<file path="config.mk">
export PLATFORM = sky130hd
export DESIGN_NAME = interval_timer
export DESIGN_NICKNAME = d
export VERILOG_FILES = /design/src/rtl/traffic_pkg.sv /design/src/rtl/tick_divider.sv /design/src/rtl/interval_timer.sv
export SDC_FILE = /design/constraint.sdc
export NUM_CORES = 1
export LEC_CHECK = 0
export CAP_MARGIN = 20
export CORE_UTILIZATION = 50
export DETAILED_ROUTE_END_ITERATION = 7
export GPL_TIMING_DRIVEN = 0
export PLACE_DENSITY = 0.73
export SYNTH_ARGS = -nofsm -noshare
export SYNTH_HDL_FRONTEND = slang
export SYNTH_SLANG_ARGS = --single-unit
</file>
<file path="constraint.sdc">
create_clock -name clk -period 6.3 [get_ports clk]
set_input_delay 0.945 -clock clk [delete_from_list [all_inputs] [get_ports clk]]
set_output_delay 0.945 -clock clk [all_outputs]
set_load 0.02 [all_outputs]
</file>
<file path="src/rtl/traffic_pkg.sv">
// Shared definitions for the traffic-light controller, parameter store and interval timer.
package traffic_pkg;

    localparam int VALUE_W = 4;

    typedef enum logic [0:0] {
        IDLE  = 1'b0,
        COUNT = 1'b1
    } timer_state_e;

endpackage

</file>
<file path="src/rtl/tick_divider.sv">
// Clock-enable divider: counts 0..TICK_DIV-1 while enabled and flags the last count as a tick.
module tick_divider #(
    parameter int TICK_DIV = 100_000_000
) (
    input  logic clk,
    input  logic rst,
    input  logic clr,
    input  logic en,
    output logic tick
);

    localparam int CNT_W = (TICK_DIV > 1) ? $clog2(TICK_DIV) : 1;
    localparam logic [CNT_W-1:0] LAST = CNT_W'(TICK_DIV - 1);

    logic [CNT_W-1:0] cnt_q;
    logic [CNT_W-1:0] cnt_d;

    assign tick = en && (cnt_q == LAST);

    always_comb begin
        cnt_d = cnt_q;
        if (clr) begin
            cnt_d = '0;
        end else if (en) begin
            cnt_d = (cnt_q == LAST) ? '0 : cnt_q + CNT_W'(1);
        end
    end

    always_ff @(posedge clk or posedge rst) begin
        if (rst) begin
            cnt_q <= '0;
        end else begin
            cnt_q <= cnt_d;
        end
    end

endmodule

</file>
<file path="src/rtl/interval_timer.sv">
// Seconds countdown: latches value on Start_Timer, decrements on each 1 Hz tick, pulses Expired at zero.
module interval_timer
    import traffic_pkg::*;
#(
    parameter int TICK_DIV = 100_000_000,
    parameter int VALUE_W  = traffic_pkg::VALUE_W
) (
    input  logic               clk,
    input  logic               Reset_Sync,
    input  logic               Start_Timer,
    input  logic [VALUE_W-1:0] value,
    output logic               Expired,
    output logic               Busy,
    output logic [VALUE_W-1:0] Remaining,
    output logic               One_Hz_En
);

    timer_state_e       state_q, state_d;
    logic [VALUE_W-1:0] rem_q, rem_d;
    logic               expired_q, expired_d;
    logic               busy_q, busy_d;
    logic               hz_q, hz_d;
    logic               tick;
    logic               counting;

    assign counting = (state_q == COUNT);

    // Divider is cleared on every start so a retrigger always begins a full second.
    tick_divider #(
        .TICK_DIV (TICK_DIV)
    ) u_tick_divider (
        .clk  (clk),
        .rst  (Reset_Sync),
        .clr  (Start_Timer || !counting),
        .en   (counting),
        .tick (tick)
    );

    always_comb begin
        state_d   = state_q;
        rem_d     = rem_q;
        expired_d = 1'b0;
        hz_d      = tick;
        if (Start_Timer) begin
            if (value != '0) begin
                state_d = COUNT;
                rem_d   = value;
            end else begin
                state_d   = IDLE;
                rem_d     = '0;
                expired_d = 1'b1;
            end
        end else if (counting && tick) begin
            if (rem_q <= VALUE_W'(1)) begin
                state_d   = IDLE;
                rem_d     = '0;
                expired_d = 1'b1;
            end else begin
                rem_d = rem_q - VALUE_W'(1);
            end
        end
        busy_d = (state_d == COUNT);
    end

    always_ff @(posedge clk or posedge Reset_Sync) begin
        if (Reset_Sync) begin
            state_q   <= IDLE;
            rem_q     <= '0;
            expired_q <= 1'b0;
            busy_q    <= 1'b0;
            hz_q      <= 1'b0;
        end else begin
            state_q   <= state_d;
            rem_q     <= rem_d;
            expired_q <= expired_d;
            busy_q    <= busy_d;
            hz_q      <= hz_d;
        end
    end

    assign Expired   = expired_q;
    assign Busy      = busy_q;
    assign Remaining = rem_q;
    assign One_Hz_En = hz_q;

endmodule

</file>
==> flow_summary_export.csv <==
group,metric,value,unit
worst_setup_path,crit_path_start_kind,"flip-flop",
worst_setup_path,regToRegEndpoint,"u_tick_divider.cnt_q[14]$_DFFE_PP0P_",
worst_setup_path,rr_worst_depth,6,
logic_synthesis,syn-instance-count,190,
run_status,outcome,"completed",
routing,antenna_violation_net_count_after_detailed_routing,0,
routing,routed-via-count,1572,
grt,grt_use_total,23.21,%
power_and_ir_drop,p_total,0.4362,mW
floorplan,rows,21,
routing,initialDrtViolationCount,124,
cts,max-clock-path-buffers,2,
run,maxCapViolCount,0,
logic_synthesis,synth-simple-area-share,28.14,%
power_and_ir_drop,power_density,205.8,mW/mm^2
grt,grt.overflow.total,0,
cts,setup_buffers_after_cts,0,
cts,clock-sinks,34,
worst_setup_path,critical_path.max_fanout,10,
worst_setup_path,timing.rr.start,"u_tick_divider.cnt_q[12]$_DFFE_PP0P_",
logic_synthesis,cell_types_occupying_the_most_area_after_synthesis,"dfrtp_1 46%, xor2_1 4.3%, nor2_1 4.1%",
sta,slew_headroom,50.93,%
cts,htreeDepth,2,
min_path,hold_endpoint,"u_tick_divider.cnt_q[0]$_DFFE_PP0P_",
sta,clock_skew,0.01285,ns
placed_design,portBuffers,12,
finish,multiInputGateArea,898.4,um^2
worst_setup_path,setup.worst_path.class,"flip-flop to flip-flop",
sta,worst_slack_on_hold_paths,0.4991,ns
logic_synthesis,synth_top_family_by_area,"simple AND/OR/NAND/NOR gates",
logic_synthesis,number_of_synthesized_flops_with_an_enable_pin,0,
worst_setup_path,worstSetupEndpointType,"flip-flop",
finish,design.final.nets,220,
logic_synthesis,seq_area_frac_synth,46.45,%
logic_synthesis,synthesis.area_per_instance,9.641,um^2
routing,firstDrtPassIters,4,
placed_design,post-place-cells,249,
logic_synthesis,synth_compound_gate_area_share,12.16,%
sta,fmaxAchievable,0.3552,GHz
finish,syn2layout_area_growth,15.71,%
logic_synthesis,synth_area,0.001832,mm^2
cts,cts_root_buffer,"clkbuf_4",
grt,grt_first_pass_wirelength,7072,um
finish,instances_no_fill,257,
cts,cts_buffers,5,
logic_synthesis,synth_cell_types,36,
floorplan,die_y,62.53,um
cts,cts_repair_resize_count,0,
cts,tritoncts_clock_tree,"done",
logic_synthesis,netlist_top_cells_count,"34 x dfrtp_1, 20 x nor2_1, 12 x a21oi_1, 12 x nand2_1, 10 x nand4_1",
logic_synthesis,synth_flop_cell,"dfrtp_1",
logic_synthesis,synth.most_common_cell,"dfrtp_1",
power_and_ir_drop,power.ir.vdd_worst,0.0001754,V
floorplan,design.portCount,14,
logic_synthesis,synth.top_cell.area_share,46.45,%
sta,final-setup-viol-count,0,
sta,maxSlewViolCount,0,
logic_synthesis,synth_fa_ha_area_share,2.049,%
sta,setup_tns,0,ns
cts,ctsHoldBuffers,0,
routing,drc,0,
finish,drive_above_1_share,9.005,%
min_path,cell_count_of_the_worst_hold_path,1,
logic_synthesis,mappedNetlistNets,200,
placed_design,dpl.hpwl,2858,um
routing,drt-total-wl,4056,um
routing,wire_per_inst,15.78,um
floorplan,floorplan.initialDensity,53.63,%
power_and_ir_drop,power.leakage,0.8221,nW
routing,detail_route.vias_per_cell,6.117,
logic_synthesis,synth.ff_latch_count,34,
logic_synthesis,synthXorXnorAreaFrac,6.694,%
logic_synthesis,muxShareOfSynthArea,0,%
logic_synthesis,synthArstFlopShare,100.0,%
finish,nFillCells,299,
worst_setup_path,worstPathRequired,6.54,ns
cts,clk_latency,0.35,ns
finish,ff_latch_area,850.8,um^2
logic_synthesis,synth_largest_area_cell,"dfrtp_1",
floorplan,die_width,62.53,um
worst_setup_path,worst-r2r-setup-slack,3.48,ns
sta,rsz_0062_raised_after_global_routing,"no",
sta,final_worst_path_period_share,44.68,%
worst_setup_path,worst_setup_path_startpoint,"u_tick_divider.cnt_q[12]$_DFFE_PP0P_",
min_path,timing.hold.worst.class,"flip-flop to flip-flop",
grt,largest_net_degree_at_the_start_of_global_routing,26,
cts,worst_setup_hold_path_clk_slew,0.12,ns
worst_setup_path,cp_data_arrival_time,3.05,ns
floorplan,die_area,0.003909,mm^2
floorplan,core,0.003416,mm^2
grt,number_of_antenna_violations_at_the_first_check_in_global_routing,0,
sta,max_slew.worst_pin.slew,0.7335,ns
finish,num_antenna_cells,0,
placed_design,gp_routability_congestion,0.8380,
grt,vias_in_the_first_global_route,1559,
sta,final_period_minus_worst_setup_slack,2.815,ns
min_path,timing.hold.worst.start,"u_tick_divider.cnt_q[0]$_DFFE_PP0P_",
sta,timing.final.hold_violations,0,
logic_synthesis,yosysWarningCount,0,
[worst max path at each step]
stage,to,slack [ns],depth (start not counted)
after global routing,u_tick_divider.cnt_q[14]$_DFFE_PP0P_,3.40,6
after CTS,u_tick_divider.cnt_q[26]$_DFFE_PP0P_,3.52,6
after global placement,u_tick_divider.cnt_q[26]$_DFFE_PP0P_,3.58,6
after detailed placement,u_tick_divider.cnt_q[26]$_DFFE_PP0P_,3.53,6
final,u_tick_divider.cnt_q[14]$_DFFE_PP0P_,3.48,6
after floorplan,u_tick_divider.cnt_q[26]$_DFFE_PP0P_,3.82,6
[critical path: stages (launching register included)]
cell     delay [ns]
dfrtp_1        0.45
or4b_1         0.54
or4_1          0.55
buf_6          0.16
o41ai_4        0.71
buf_6          0.24
nor2_1         0.06
[stage by stage]
stage / util (%) / worst slack [ns] / instance area, um^2
2_1_floorplan: - / 3.816 / 1832
4_1_cts: 62.05 / 3.522 / 2120
3_5_place_dp: 59.63 / 3.533 / 2037
3_3_place_gp: 58.83 / 3.582 / 2009
6_report: 62.05 / 3.485 / 2120
5_1_grt: 62.05 / 3.404 / 2120
[layout by cell type, fill, tap and decap left out, types with 3 or more instances in the layout]
cell	instances
dfrtp_1	34
nor2_1	20
nand2_1	12
a21oi_1	12
clkdlybuf4s50_1	12
nand4_1	10
or4_1	9
xor2_1	9
nand3_1	9
inv_1	8
or3_1	7
o31ai_1	6
clkbuf_1	5
xnor2_1	5
o21ai_0	5
clkbuf_4	5
and4_1	4
o211ai_1	4
buf_6	3
nor4_1	3
ha_1	3
[routing by layer]
layer,global-route usage (%),wire [um],vias to the layer above
li1,-,-,741
met5,0,0,-
met2,39.54,2003,51
met3,4.197,174,12
met4,10.17,97,0
met1,28.62,1780,768
[sequential cells by signal (all words and copies together), names as in the netlist]
| name | cells |
|---|---|
| u_tick_divider.cnt_q | 27 |
| Remaining | 4 |
| One_Hz_En | 1 |
| Expired | 1 |
| Busy | 1 |
[final cells by class]
cell class	instances	share of cell area (%)
repair buffers	13	6.966
clock inverters	3	2.125
flip-flops and latches	34	40.14
inverters	8	1.417
multi-input cells	140	42.38
plain buffers	8	2.479
clock buffers	5	1.771
well taps	46	2.715
[power by group]
| group | total, mW | switching [mW] | internal, mW |
|---|---|---|---|
| clock | 0.165 | 0.0818 | 0.0832 |
| combinational | 0.0436 | 0.0246 | 0.0190 |
| sequential | 0.228 | 0.00496 | 0.223 |
| total | 0.436 | 0.111 | 0.325 |
[cells by family after synthesis]
logic type               count (synthesis)
flip-flops                              34
adder cells (fa/ha/maj)                  3
XOR/XNOR                                14
buffers and inverters                   16
AO/OA/AOI/OAI                           32
AND/OR/NAND/NOR                         91
No activity file was read; power rests on OpenSTA's default activity.
